**config.mk**
```make
export PLATFORM = sky130hd
export DESIGN_NAME = alu_issue_stage_flat
export DESIGN_NICKNAME = d
export VERILOG_FILES = /design/src/rtl/alu_issue_if.sv /design/src/rtl/alu_issue_stage.sv /design/src/flat_wrapper.sv
export SDC_FILE = /design/constraint.sdc
export NUM_CORES = 1
export LEC_CHECK = 0
export BUFFER_PORTS_ARGS = -buffer_cell sky130_fd_sc_hd__buf_2
export CAP_MARGIN = 20
export CORE_MARGIN = 2
export CORE_UTILIZATION = 40
export CTS_BUF_LIST = sky130_fd_sc_hd__clkbuf_8
export DETAILED_ROUTE_END_ITERATION = 7
export GPL_ROUTABILITY_DRIVEN = 0
export PLACE_DENSITY_LB_ADDON = 0.15
export SLEW_MARGIN = 20
export SYNTH_ARGS = -nofsm -noshare
export SYNTH_HDL_FRONTEND = slang
export SYNTH_SLANG_ARGS = --single-unit
```
**constraint.sdc**
```tcl
create_clock -name clk -period 2 [get_ports clk]
set_clock_uncertainty 0.05 [all_clocks]
set_input_delay 0.1 -clock clk [delete_from_list [all_inputs] [get_ports clk]]
set_output_delay 0.1 -clock clk [all_outputs]
set_load 0.01 [all_outputs]
```
**src/rtl/alu_issue_if.sv**
```systemverilog
// Handshake and payload bundle between register-file read, the issue stage and the ALU.
// The master side is the surrounding pipeline; the slave side is the issue stage itself.
interface alu_issue_if #(
   parameter int XLEN = 32
);
   logic            in_valid;
   logic            in_ready;
   logic [31:0]     instr;
   logic [XLEN-1:0] pc;
   logic [XLEN-1:0] rs1_data;
   logic [XLEN-1:0] rs2_data;
   logic            flush;
   logic            out_valid;
   logic            out_ready;
   logic [3:0]      alu_control;
   logic [XLEN-1:0] in1;
   logic [XLEN-1:0] in2;
   logic [4:0]      rd_addr;
   logic            reg_write;
   logic            mem_read;
   logic            mem_write;
   logic [XLEN-1:0] store_data;
   logic            branch;
   logic            branch_inv;
   logic            illegal;

   modport master (
      output in_valid, instr, pc, rs1_data, rs2_data, flush, out_ready,
      input  in_ready, out_valid, alu_control, in1, in2, rd_addr, reg_write,
             mem_read, mem_write, store_data, branch, branch_inv, illegal
   );

   modport slave (
      input  in_valid, instr, pc, rs1_data, rs2_data, flush, out_ready,
      output in_ready, out_valid, alu_control, in1, in2, rd_addr, reg_write,
             mem_read, mem_write, store_data, branch, branch_inv, illegal
   );
endinterface

```
**src/rtl/alu_issue_stage.sv**
```systemverilog
// RV32 decode/issue stage: decodes the instruction, forms ALU operands and control,
// and holds the result in one valid/ready pipeline register with stall and flush.
module alu_issue_stage #(
   parameter int XLEN = 32
) (
   input  logic          clk,
   input  logic          rst_n,
   alu_issue_if.slave    bus
);

   typedef enum logic [3:0] {
      ALU_AND  = 4'b0000,
      ALU_OR   = 4'b0001,
      ALU_ADD  = 4'b0010,
      ALU_SLL  = 4'b0011,
      ALU_SUB  = 4'b0100,
      ALU_SRL  = 4'b0101,
      ALU_MUL  = 4'b0110,
      ALU_XOR  = 4'b0111,
      ALU_SLTU = 4'b1000
   } alu_op_e;

   typedef struct packed {
      alu_op_e         ctl;
      logic [XLEN-1:0] op1;
      logic [XLEN-1:0] op2;
      logic [4:0]      rd;
      logic            rw;
      logic            mr;
      logic            mw;
      logic [XLEN-1:0] sd;
      logic            br;
      logic            bi;
      logic            ill;
   } issue_t;

   localparam logic [6:0] OPC_OP     = 7'b0110011;
   localparam logic [6:0] OPC_OP_IMM = 7'b0010011;
   localparam logic [6:0] OPC_LOAD   = 7'b0000011;
   localparam logic [6:0] OPC_STORE  = 7'b0100011;
   localparam logic [6:0] OPC_BRANCH = 7'b1100011;
   localparam logic [6:0] OPC_LUI    = 7'b0110111;
   localparam logic [6:0] OPC_AUIPC  = 7'b0010111;

   logic [6:0]      opcode;
   logic [2:0]      funct3;
   logic [6:0]      funct7;
   logic [XLEN-1:0] imm_i, imm_s, imm_u, shamt;
   logic            bad;
   issue_t          dec, held;
   logic            held_valid;
   logic            capture;

   assign opcode = bus.instr[6:0];
   assign funct3 = bus.instr[14:12];
   assign funct7 = bus.instr[31:25];
   assign imm_i  = XLEN'($signed(bus.instr[31:20]));
   assign imm_s  = XLEN'($signed({bus.instr[31:25], bus.instr[11:7]}));
   assign imm_u  = XLEN'($signed({bus.instr[31:12], 12'b0}));
   assign shamt  = XLEN'(bus.instr[24:20]);

   always_comb begin
      // NOTE: every field gets a default before the case so no path leaves a latch.
      dec       = issue_t'('0);
      dec.ctl   = ALU_ADD;
      dec.op1   = bus.rs1_data;
      dec.rd    = bus.instr[11:7];
      bad       = 1'b0;
      unique case (opcode)
         OPC_OP: begin
            dec.op2 = bus.rs2_data;
            dec.rw  = 1'b1;
            unique case ({funct7, funct3})
               {7'b0000000, 3'b000}: dec.ctl = ALU_ADD;
               {7'b0000000, 3'b001}: dec.ctl = ALU_SLL;
               {7'b0000000, 3'b011}: dec.ctl = ALU_SLTU;
               {7'b0000000, 3'b100}: dec.ctl = ALU_XOR;
               {7'b0000000, 3'b101}: dec.ctl = ALU_SRL;
               {7'b0000000, 3'b110}: dec.ctl = ALU_OR;
               {7'b0000000, 3'b111}: dec.ctl = ALU_AND;
               {7'b0100000, 3'b000}: dec.ctl = ALU_SUB;
               {7'b0000001, 3'b000}: dec.ctl = ALU_MUL;
               default:              bad     = 1'b1;
            endcase
         end
         OPC_OP_IMM: begin
            dec.op2 = imm_i;
            dec.rw  = 1'b1;
            unique case (funct3)
               3'b000: dec.ctl = ALU_ADD;
               3'b011: dec.ctl = ALU_SLTU;
               3'b100: dec.ctl = ALU_XOR;
               3'b110: dec.ctl = ALU_OR;
               3'b111: dec.ctl = ALU_AND;
               3'b001: begin dec.ctl = ALU_SLL; dec.op2 = shamt; bad = (funct7 != 7'b0); end
               3'b101: begin dec.ctl = ALU_SRL; dec.op2 = shamt; bad = (funct7 != 7'b0); end
               default: bad = 1'b1;
            endcase
         end
         OPC_LOAD: begin
            dec.op2 = imm_i;
            dec.mr  = 1'b1;
            dec.rw  = 1'b1;
            bad     = (funct3 != 3'b010);
         end
         OPC_STORE: begin
            dec.op2 = imm_s;
            dec.mw  = 1'b1;
            dec.sd  = bus.rs2_data;
            bad     = (funct3 != 3'b010);
         end
         OPC_BRANCH: begin
            dec.op2 = bus.rs2_data;
            dec.br  = 1'b1;
            dec.bi  = funct3[0];
            unique case (funct3)
               3'b000, 3'b001: dec.ctl = ALU_SUB;
               3'b110, 3'b111: dec.ctl = ALU_SLTU;
               default:        bad     = 1'b1;
            endcase
         end
         OPC_LUI:   begin dec.op1 = '0;     dec.op2 = imm_u; dec.rw = 1'b1; end
         OPC_AUIPC: begin dec.op1 = bus.pc; dec.op2 = imm_u; dec.rw = 1'b1; end
         default:   bad = 1'b1;
      endcase

      // Unsupported encodings still issue, but as an inert ADD of zeros.
      if (bad) begin
         dec     = issue_t'('0);
         dec.ctl = ALU_ADD;
         dec.rd  = bus.instr[11:7];
         dec.ill = 1'b1;
      end
      if (dec.rd == 5'd0) dec.rw = 1'b0;
   end

   assign bus.in_ready = !held_valid || bus.out_ready;
   assign capture      = bus.in_valid && bus.in_ready && !bus.flush;

   always_ff @(posedge clk or negedge rst_n) begin
      if (!rst_n) begin
         held_valid <= 1'b0;
         held       <= issue_t'('0);
         held.ctl   <= ALU_ADD;
      end else if (bus.flush) begin
         held_valid <= 1'b0;
      end else if (capture) begin
         // NOTE: registered state uses non-blocking assignments so all flops update together.
         held_valid <= 1'b1;
         held       <= dec;
      end else if (bus.out_ready) begin
         held_valid <= 1'b0;
      end
   end

   assign bus.out_valid   = held_valid;
   assign bus.alu_control = held.ctl;
   assign bus.in1         = held.op1;
   assign bus.in2         = held.op2;
   assign bus.rd_addr     = held.rd;
   assign bus.reg_write   = held.rw;
   assign bus.mem_read    = held.mr;
   assign bus.mem_write   = held.mw;
   assign bus.store_data  = held.sd;
   assign bus.branch      = held.br;
   assign bus.branch_inv  = held.bi;
   assign bus.illegal     = held.ill;

endmodule

```
**src/flat_wrapper.sv**
```systemverilog
// flat-port wrapper written by rule: the top's interface ports become plain ports
module alu_issue_stage_flat 
#(
   parameter int XLEN = 32
)
  (clk, rst_n, bus_in_valid, bus_instr, bus_pc, bus_rs1_data, bus_rs2_data, bus_flush, bus_out_ready, bus_in_ready, bus_out_valid, bus_alu_control, bus_in1, bus_in2, bus_rd_addr, bus_reg_write, bus_mem_read, bus_mem_write, bus_store_data, bus_branch, bus_branch_inv, bus_illegal);
  alu_issue_if #(.XLEN(XLEN)) bus_i ();
  input  logic clk;
  input  logic rst_n;
  input wire logic [$bits(bus_i.in_valid)-1:0] bus_in_valid;
  input wire logic [$bits(bus_i.instr)-1:0] bus_instr;
  input wire logic [$bits(bus_i.pc)-1:0] bus_pc;
  input wire logic [$bits(bus_i.rs1_data)-1:0] bus_rs1_data;
  input wire logic [$bits(bus_i.rs2_data)-1:0] bus_rs2_data;
  input wire logic [$bits(bus_i.flush)-1:0] bus_flush;
  input wire logic [$bits(bus_i.out_ready)-1:0] bus_out_ready;
  output wire logic [$bits(bus_i.in_ready)-1:0] bus_in_ready;
  output wire logic [$bits(bus_i.out_valid)-1:0] bus_out_valid;
  output wire logic [$bits(bus_i.alu_control)-1:0] bus_alu_control;
  output wire logic [$bits(bus_i.in1)-1:0] bus_in1;
  output wire logic [$bits(bus_i.in2)-1:0] bus_in2;
  output wire logic [$bits(bus_i.rd_addr)-1:0] bus_rd_addr;
  output wire logic [$bits(bus_i.reg_write)-1:0] bus_reg_write;
  output wire logic [$bits(bus_i.mem_read)-1:0] bus_mem_read;
  output wire logic [$bits(bus_i.mem_write)-1:0] bus_mem_write;
  output wire logic [$bits(bus_i.store_data)-1:0] bus_store_data;
  output wire logic [$bits(bus_i.branch)-1:0] bus_branch;
  output wire logic [$bits(bus_i.branch_inv)-1:0] bus_branch_inv;
  output wire logic [$bits(bus_i.illegal)-1:0] bus_illegal;
  assign bus_i.in_valid = bus_in_valid;
  assign bus_i.instr = bus_instr;
  assign bus_i.pc = bus_pc;
  assign bus_i.rs1_data = bus_rs1_data;
  assign bus_i.rs2_data = bus_rs2_data;
  assign bus_i.flush = bus_flush;
  assign bus_i.out_ready = bus_out_ready;
  assign bus_in_ready = bus_i.in_ready;
  assign bus_out_valid = bus_i.out_valid;
  assign bus_alu_control = bus_i.alu_control;
  assign bus_in1 = bus_i.in1;
  assign bus_in2 = bus_i.in2;
  assign bus_rd_addr = bus_i.rd_addr;
  assign bus_reg_write = bus_i.reg_write;
  assign bus_mem_read = bus_i.mem_read;
  assign bus_mem_write = bus_i.mem_write;
  assign bus_store_data = bus_i.store_data;
  assign bus_branch = bus_i.branch;
  assign bus_branch_inv = bus_i.branch_inv;
  assign bus_illegal = bus_i.illegal;
  alu_issue_stage #(.XLEN(XLEN)) u_core (.clk(clk), .rst_n(rst_n), .bus(bus_i));
endmodule
```
Yosys cells after proc, flatten, opt, wreduce, memory -nomap -nowiden
Index checks and enable logic that the tools add are counted.
{ "totals": {"reg_bits": 112, "output_inout_bits": 113, "word_cells": 76} }
{ "op_classes": {"eq_ne": 22, "mux": 20, "bitwise": 1, "reduce_logical": 21} }
{ "op_table": {"columns": ["op", "n"], "rows": [
  ["$pmux 32 s5", 1],
  ["$mux 111", 1],
  ["$pmux 32 s2", 1],
  ["$eq 10x3->1 const B", 4],
  ["$mux 33", 1],
  ["$mux 32", 1],
  ["$pmux 4 s8", 1],
  ["$pmux 4 s6", 1],
  ["$eq 7x6->1 const B", 3],
  ["$eq 7x5->1 const B", 2],
  ["$eq 3x3->1 const B", 4],
  ["$pmux 4 s3", 1],
  ["$reduce_or 2->1", 6],
  ["$eq 10x1->1 const B", 1],
  ["$eq 10x2->1 const B", 1],
  ["$eq 10x4->1 const B", 1],
  ["$eq 10x9->1 const B", 1],
  ["$logic_not 10->1", 1],
  ["$reduce_or 5->1", 2],
  ["$reduce_or 9->1", 1],
  ["$mux 1", 8],
  ["$pmux 4 s2", 1],
  ["$eq 7x2->1 const B", 1],
  ["$eq 7x7->1 const B", 1],
  ["16 further kinds", 18]
]} }

Depth between registers and ports, before layout
Gate-level depths: netlist of run 1.
{ "depth": {"depth_word": 7, "mapped_depth": 8, "ltp_nobuf": 5} }

Worst setup path after synthesis of run 1
Ideal clock, no wire load.
{ "synth_timing": {"path_type": "reg2reg", "startpoint": "register u_core.held_valid, in the netlist u_core.bus.out_valid", "endpoint": "register u_core.held, in the netlist u_core.bus.in1[26]", "setup_time_ns": 0.074, "arrival_time_ns": 1.660, "required_time_ns": 1.876, "setup_slack_ns": 0.216, "stages_incl_launch_ff": 9, "path_buffers": 3, "synth_period_minus_slack_ns": 1.784, "cell_sequence": "dfrtp_1 nor2b_1 inv_1 nand3b_1 buf_2 buf_2 clkbuf_1 nand2_1 o21ai_2"} }
{ "synth_between": {"elab_chain_cells": 5} }
{ "synth_lines": {"columns": ["element", "line_no", "text"], "rows": [
  ["from (decl)", "alu_issue_stage.sv:51", "logic held_valid;"],
  ["from (signal assigned)", "alu_issue_stage.sv:142", "held_valid <= 1'b0;"],
  ["from (signal assigned)", "alu_issue_stage.sv:146", "held_valid <= 1'b0;"],
  ["from (signal assigned)", "alu_issue_stage.sv:149", "held_valid <= 1'b1;"],
  ["$logic_not 1->1", "alu_issue_stage.sv:137", "assign bus.in_ready = !held_valid || bus.out_ready;"],
  ["$logic_or 1x1->1", "alu_issue_stage.sv:137", null],
  ["net bus_in_ready", "flat_wrapper.sv:17", "output wire logic [$bits(bus_i.in_ready)-1:0] bus_in_ready;"],
  ["$logic_and 1x1->1 (2 in a row)", "alu_issue_stage.sv:138", "assign capture = bus.in_valid && bus.in_ready && !bus.flush;"],
  ["$reduce_and 2->1 (no source line)", null, null],
  ["to (signal assigned)", "alu_issue_stage.sv:143", "held <= issue_t'('0);"],
  ["to (decl)", "alu_issue_stage.sv:50", "issue_t dec, held;"]
]} }
The timed path passes the listed nets, and every way through them passes these cells.
A chain may end at the register's enable or synchronous reset.

Worst setup path after layout of run 1
{ "layout_timing": {"startpoint": "register u_core.held_valid, in the netlist u_core.bus.out_valid", "endpoint": "register u_core.held, in the netlist u_core.bus.in1[3]"} }
{ "layout_between": {"elab_chain_cells": 5} }
{ "layout_lines": {"columns": ["element", "line_no"], "rows": [
  ["$logic_not 1->1", "alu_issue_stage.sv:137"],
  ["$logic_or 1x1->1", "alu_issue_stage.sv:137"],
  ["$logic_and 1x1->1 (2 in a row)", "alu_issue_stage.sv:138"],
  ["$reduce_and 2->1 (no source line)", null]
]} }
No other way between the ends.

==> impl_metrics.py, run 1 <==
metrics = {
    "sta": {
        "holdWs_ps": 7.27,
        "layout_setup_ws_ps": 126,
        "max_freq_mhz": 534,
        "finalHoldViolations": 0,
        "rsz0062_at_grt": "yes",
        "slew_headroom_pct": 65.2,
        "min_period_ps": 1870,
        "worstMarginPinSlew_ps": 523,
        "slew_violations": 0,
        "tns_ps": 0,
        "setup_viol": 0,
        "period_share_pct": 93.7,
    },
    "floorplanning": {
        "die_h_um": 123,
        "dieArea_um2": 15000,
        "die_width_um": 123,
        "core_um2": 13800,
        "io_pins": 246,
        "start_util_pct": 40.7,
        "num_rows": 43,
    },
    "pwr": {
        "peakVddDrop_v": 0.000307,
        "power_density_nw_per_um2": 541,
        "p_leak_nw": 4.07,
    },
    "yosys": {
        "synth.distinct_cells": 56,
        "synth_ff_type": "dfrtp_1",
        "yosysSeqAreaShare_pct": 49.8,
        "synth_cells": 532,
        "async_reset_ff_share_pct": 100,
        "ys_seq_elements": 112,
        "syn_area_um2": 5630,
        "yosys.area.top_type": "dfrtp_1",
        "synth_top_area_share_pct": 49.3,
        "synth_edf_count": 0,
        "synth.net_count": 665,
        "syn_area_per_cell_um2": 10.6,
        "netlist_top_cells_area": "dfrtp_1 (49%), mux2i_1 (5.9%), nand2_1 (5.5%)",
        "synth_warnings": 0,
    },
    "place": {
        "placed_area_um2": 7050,
        "place.detailed.hpwl_um": 12800,
        "placed_cells": 924,
        "numPortBuffers": 245,
        "place_ws_ps": 77.0,
    },
    "drt": {
        "drt_iter0_markers": 391,
        "wirelength_um": 18900,
        "via_per_inst": 5.36,
        "final_antenna_net_count": 0,
        "vias": 5442,
        "firstDrtPassIters": 5,
        "drt-wirelength-per-cell_um": 18.6,
        "drc_errors": 0,
    },
    "layout": {
        "fillers": 1192,
        "stdcell_count": 1016,
        "diodes": 0,
        "drive_gt1_share_pct": 39.5,
        "fin_nets": 964,
        "seqCellArea_um2": 2800,
        "area_growth_pct": 42.1,
        "final_area_um2": 8000,
        "multi_input_area_um2": 2540,
    },
    "run": {
        "cap_violations": 0,
    },
    "worst_setup_path": {
        "critical_path.cell_chain": "nor2b_1 -> nor3b_4 -> o311a_4 -> o21ai_4 -> buf_12 -> o21ai_0",
        "worst_ep_arrival_time_ps": 2130,
        "crit_path_end_kind": "flop",
        "critPathMaxStageDelay_ps": 390,
        "slowest_stage": "dfrtp_1",
        "required_ps": 2250,
        "critPathMaxFanout": 59,
        "path_class": "reg2reg",
        "cp-start-kind": "flop",
    },
    "global_route": {
        "met3_usage_pct": 5.67,
        "met2_usage_pct": 42.9,
        "grt_pass1_vias": 5436,
        "grt_max_degree": 60,
        "antenna_found_initial": 0,
        "busiest_layer": "met2",
        "grt_pass1_wl_um": 28100,
        "gr-usage-all-layers_pct": 24.3,
        "grt_overflow": 0,
        "grt.met1_usage_pct": 29.0,
    },
    "clocking": {
        "cts.sinks": 112,
        "cts_tree": "built",
        "numCtsBuffers": 9,
        "htreeDepth": 3,
        "root_buffer": "clkbuf_8",
        "clk_latency_ps": 390,
        "postCtsSetupBuffers": 0,
        "cts.reportedPaths.clkPinSlew_ps": 110,
        "cts_buffer_depth": 2,
    },
    "outcome": {
        "status": "finished, final reports clean",
    },
    "hold_path": {
        "min_path_type": "in2reg",
    },
}
## registers in the layout (all words and copies together) (netlist names), 4 cells and up
name,cells
u_core.bus.alu_control,4
u_core.bus.store_data,32
u_core.bus.rd_addr,5
u_core.bus.in1,32
u_core.bus.in2,32
## synthesized netlist by cell type, types with 2 or more instances
master	instances
a31oi_1	3
nand2_1	82
nor3_1	4
nor2_1	10
nand3b_1	2
and3_1	5
a32o_1	16
buf_12	4
o21ai_2	11
a22o_1	9
buf_2	16
buf_6	3
clkbuf_1	26
a22oi_1	6
o21ai_0	55
a221oi_1	20
nand2b_1	5
or4_1	2
dfrtp_1	111
a21oi_1	8
a32o_2	27
inv_1	2
mux2i_1	33
and2_1	4
nor2b_1	36
nand3_1	2
## worst paths after layout
kind / from / endpoint / slack [ps] / depth (start not counted)
worst max-delay path: u_core.bus.out_valid$_DFFE_PN0P_ / u_core.bus.in1[3]$_DFFE_PN0P_ / 130 / 6
worst min-delay path: bus_rs1_data[1] / u_core.bus.in1[1]$_DFFE_PN0P_ / 7 / 3
worst max register to register: u_core.bus.out_valid$_DFFE_PN0P_ / u_core.bus.in1[3]$_DFFE_PN0P_ / 130 / 6
worst min register to register: u_core.bus.in1[28]$_DFFE_PN0P_ / u_core.bus.in1[28]$_DFFE_PN0P_ / 430 / 2
max in group asynchronous: rst_n / u_core.bus.alu_control[1]$_DFFE_PN1P_ / 1030 / 3
min in group asynchronous: rst_n / u_core.bus.in1[26]$_DFFE_PN0P_ / 150 / 2
## cell type report
class,instances,share of cell area (%)
Sequential cell,112,35.1
Multi-Input combinational cell,367,31.8
Timing Repair Buffer,339,27.9
Tap cell,180,2.82
Clock buffer,9,1.55
Clock inverter,7,0.720
Inverter,2,0.0939
## what timing repair did
action	4_1_cts	5_1_grt
hold endpoints to repair	123	0
hold buffers	75	0
resized for setup	0	1
endpoints found under the setup margin	0	34
## metrics by stage
stage / total power [mW] / util [%]
final: 4.33 / 57.8
after global routing: 4.53 / 57.8
after CTS: 4.37 / 57.7
after detailed placement: 2.95 / 51.0
after global placement: 2.93 / 51.0
after floorplan: 2.62 / -
## power breakdown
group          internal (mW)  switching (mW)  leakage (nW)
sequential              2.30          0.0176          1.54
combinational          0.339           0.366          2.43
clock                  0.477           0.831        0.0954
total                   3.12            1.21          4.07
## placed cells by master (no fill, tap or decap), types with 2 or more instances in the layout
cell           count
o21a_4             2
or4_1              2
dfrtp_1          111
a22o_1             9
buf_12             9
a32o_2            27
and3_1             5
nand3_1            2
a221oi_1          20
inv_6              5
and2_1             3
nand2_1           82
inv_1              2
clkbuf_8           9
o21ai_0           55
o21ai_2           10
nor2_1            10
mux2i_1           33
nand2b_1           5
buf_4             11
buf_2            244
nor3_1             3
a31oi_1            3
nand3b_1           2
nor2b_1           36
a22oi_1            6
dlygate4sd3_1     75
a32o_1            16
a21oi_1            8
## kinds of logic (layout without fill, tap and decap cells)
kind of cell / count (synthesis) / in the layout / synth area share, %
compound gates: 172 / 173 / 24.3
xor+xnor: 2 / 2 / 0.311
fa+ha+maj: 1 / 1 / 0.178
buf+inv: 54 / 357 / 5.60
flops: 112 / 112 / 49.8
mux: 33 / 33 / 5.87
simple gates: 158 / 158 / 13.9
## layer usage
layer	wire length, um	part of all wire, %
met1	7600	40
met2	9500	50
met3	1450	7.7
met4	343	1.8
met5	0	0
## critical path: cells and delay by family (launching register included)
family,cells,cell delay [ps]
buffers and inverters,1,210
and+or+nand+nor,2,500
DFF,1,390
AOI/OAI and AO/OA,3,630
(Power assumes the default switching activity.)
==> run 2: changes to the inputs <==
Clock period 2 ns to 2.26 ns, I/O delays scaled along.
==> run 2 against run 1 <==
  * Design area shrank 0.34%
  * Register-to-register slack gained 270 ps
  * Setup slack gained 270 ps
  * Sequential power shrank 12%
  * Fmax grew 0.36%
  * Largest power group unchanged
==> impl_metrics.py, run 2 (synthesized netlist as in run 1, its figures left out) <==
metrics = {
    "outcome": {
        "status": "finished, final reports clean",
    },
    "sta": {
        "holdWs_ps": 39.5,
        "slew_violations": 0,
        "slew_headroom_pct": 57.8,
        "tns_ps": 0,
        "setup_viol": 0,
        "max_freq_mhz": 536,
        "worstMarginPinSlew_ps": 633,
        "min_period_ps": 1870,
        "finalHoldViolations": 0,
        "layout_setup_ws_ps": 393,
        "rsz0062_at_grt": "no",
        "period_share_pct": 82.6,
    },
    "floorplanning": {
        "core_um2": 13800,
        "start_util_pct": 40.7,
        "die_h_um": 123,
        "num_rows": 43,
        "dieArea_um2": 15000,
        "die_width_um": 123,
        "io_pins": 246,
    },
    "layout": {
        "drive_gt1_share_pct": 39.0,
        "fin_nets": 962,
        "multi_input_area_um2": 2530,
        "mostFrequentLayoutCell": "buf_2",
        "diodes": 0,
        "final_area_um2": 7970,
        "layout_common_cells": "buf_2 (244), dfrtp_1 (111), nand2_1 (82), dlygate4sd3_1 (77), o21ai_0 (55)",
        "fillers": 1220,
        "area_growth_pct": 41.6,
        "stdcell_count": 1014,
        "seqCellArea_um2": 2800,
    },
    "clocking": {
        "cts.sinks": 112,
        "htreeDepth": 3,
        "cts_tree": "built",
        "clk_latency_ps": 390,
        "cts.reportedPaths.clkPinSlew_ps": 110,
        "numCtsBuffers": 9,
        "root_buffer": "clkbuf_8",
        "cts_buffer_depth": 2,
        "postCtsSetupBuffers": 0,
        "ctsHoldBuffers": 77,
        "cts_resized": 0,
    },
    "worst_setup_path": {
        "crit_path_end_kind": "flop",
        "path_class": "reg2reg",
        "required_ps": 2550,
        "cp-start-kind": "flop",
        "critPathMaxFanout": 35,
        "worst_ep_arrival_time_ps": 2150,
    },
    "drt": {
        "drt-wirelength-per-cell_um": 18.4,
        "drc_errors": 0,
        "wirelength_um": 18700,
        "firstDrtPassIters": 4,
        "via_per_inst": 5.34,
        "final_antenna_net_count": 0,
        "drt_iter0_markers": 348,
        "vias": 5416,
    },
    "pwr": {
        "power_density_nw_per_um2": 504,
        "p_leak_nw": 4.05,
        "peakVddDrop_v": 0.000309,
    },
    "place": {
        "numPortBuffers": 245,
        "place.detailed.hpwl_um": 12900,
        "placed_cells": 921,
        "placed_area_um2": 6980,
        "place_ws_ps": 225,
    },
    "global_route": {
        "grt_pass1_wl_um": 28200,
        "grt_pass1_vias": 5260,
        "gr-usage-all-layers_pct": 24.4,
        "met2_usage_pct": 40.3,
        "grt_max_degree": 74,
        "antenna_found_initial": 0,
        "busiest_layer": "met2",
        "grt.met1_usage_pct": 31.3,
        "grt_overflow": 0,
        "met3_usage_pct": 5.02,
    },
    "run": {
        "cap_violations": 0,
    },
    "hold_path": {
        "min_path_type": "in2reg",
    },
}
==> run 2: layer usage <==
layer  wire length, um  part of all wire (%)
met5                 0                     0
met4               450                   2.4
met3              1320                   7.1
met2              9030                    48
met1              7870                    42
==> run 2: worst paths after layout <==
kind,start,end,slack (ps),cells after the start
max in group asynchronous,rst_n,u_core.bus.alu_control[1]$_DFFE_PN1P_,1120,3
max,u_core.bus.out_valid$_DFFE_PN0P_,u_core.bus.store_data[25]$_DFFE_PN0P_,390,5
min reg2reg,u_core.bus.in1[10]$_DFFE_PN0P_,u_core.bus.in1[10]$_DFFE_PN0P_,430,2
min,bus_instr[31],u_core.bus.in2[31]$_DFFE_PN0P_,40,3
min in group asynchronous,rst_n,u_core.bus.rd_addr[2]$_DFFE_PN0P_,210,2
max reg2reg,u_core.bus.out_valid$_DFFE_PN0P_,u_core.bus.store_data[25]$_DFFE_PN0P_,390,5
==> run 2: metrics by stage <==
stage	power, mW	utilization (%)
2_1_floorplan	2.32	-
3_3_place_gp	2.59	50.5
3_5_place_dp	2.60	50.5
4_1_cts	4.06	57.6
5_1_grt	4.20	57.6
6_report	4.02	57.6
==> run 2: cell type report <==
class,count,share of cell area (%)
Clock buffer,10,1.73
Clock inverter,6,1.05
Inverter,2,0.0942
Multi-Input combinational cell,366,31.7
Sequential cell,112,35.2
Tap cell,180,2.83
Timing Repair Buffer,338,27.4
==> run 2: worst max-delay path: stages, from the launching register on <==
cell     delay, ps
dfrtp_1        390
nor2b_1        180
nor3b_4        250
o311a_4        260
o21a_4         430
a32o_2         250
==> run 2: power breakdown <==
| group | total (mW) | internal [mW] | switching [mW] |
|---|---|---|---|
| logic | 0.616 | 0.294 | 0.322 |
| clock network | 1.35 | 0.649 | 0.700 |
| registers | 2.05 | 2.04 | 0.0168 |
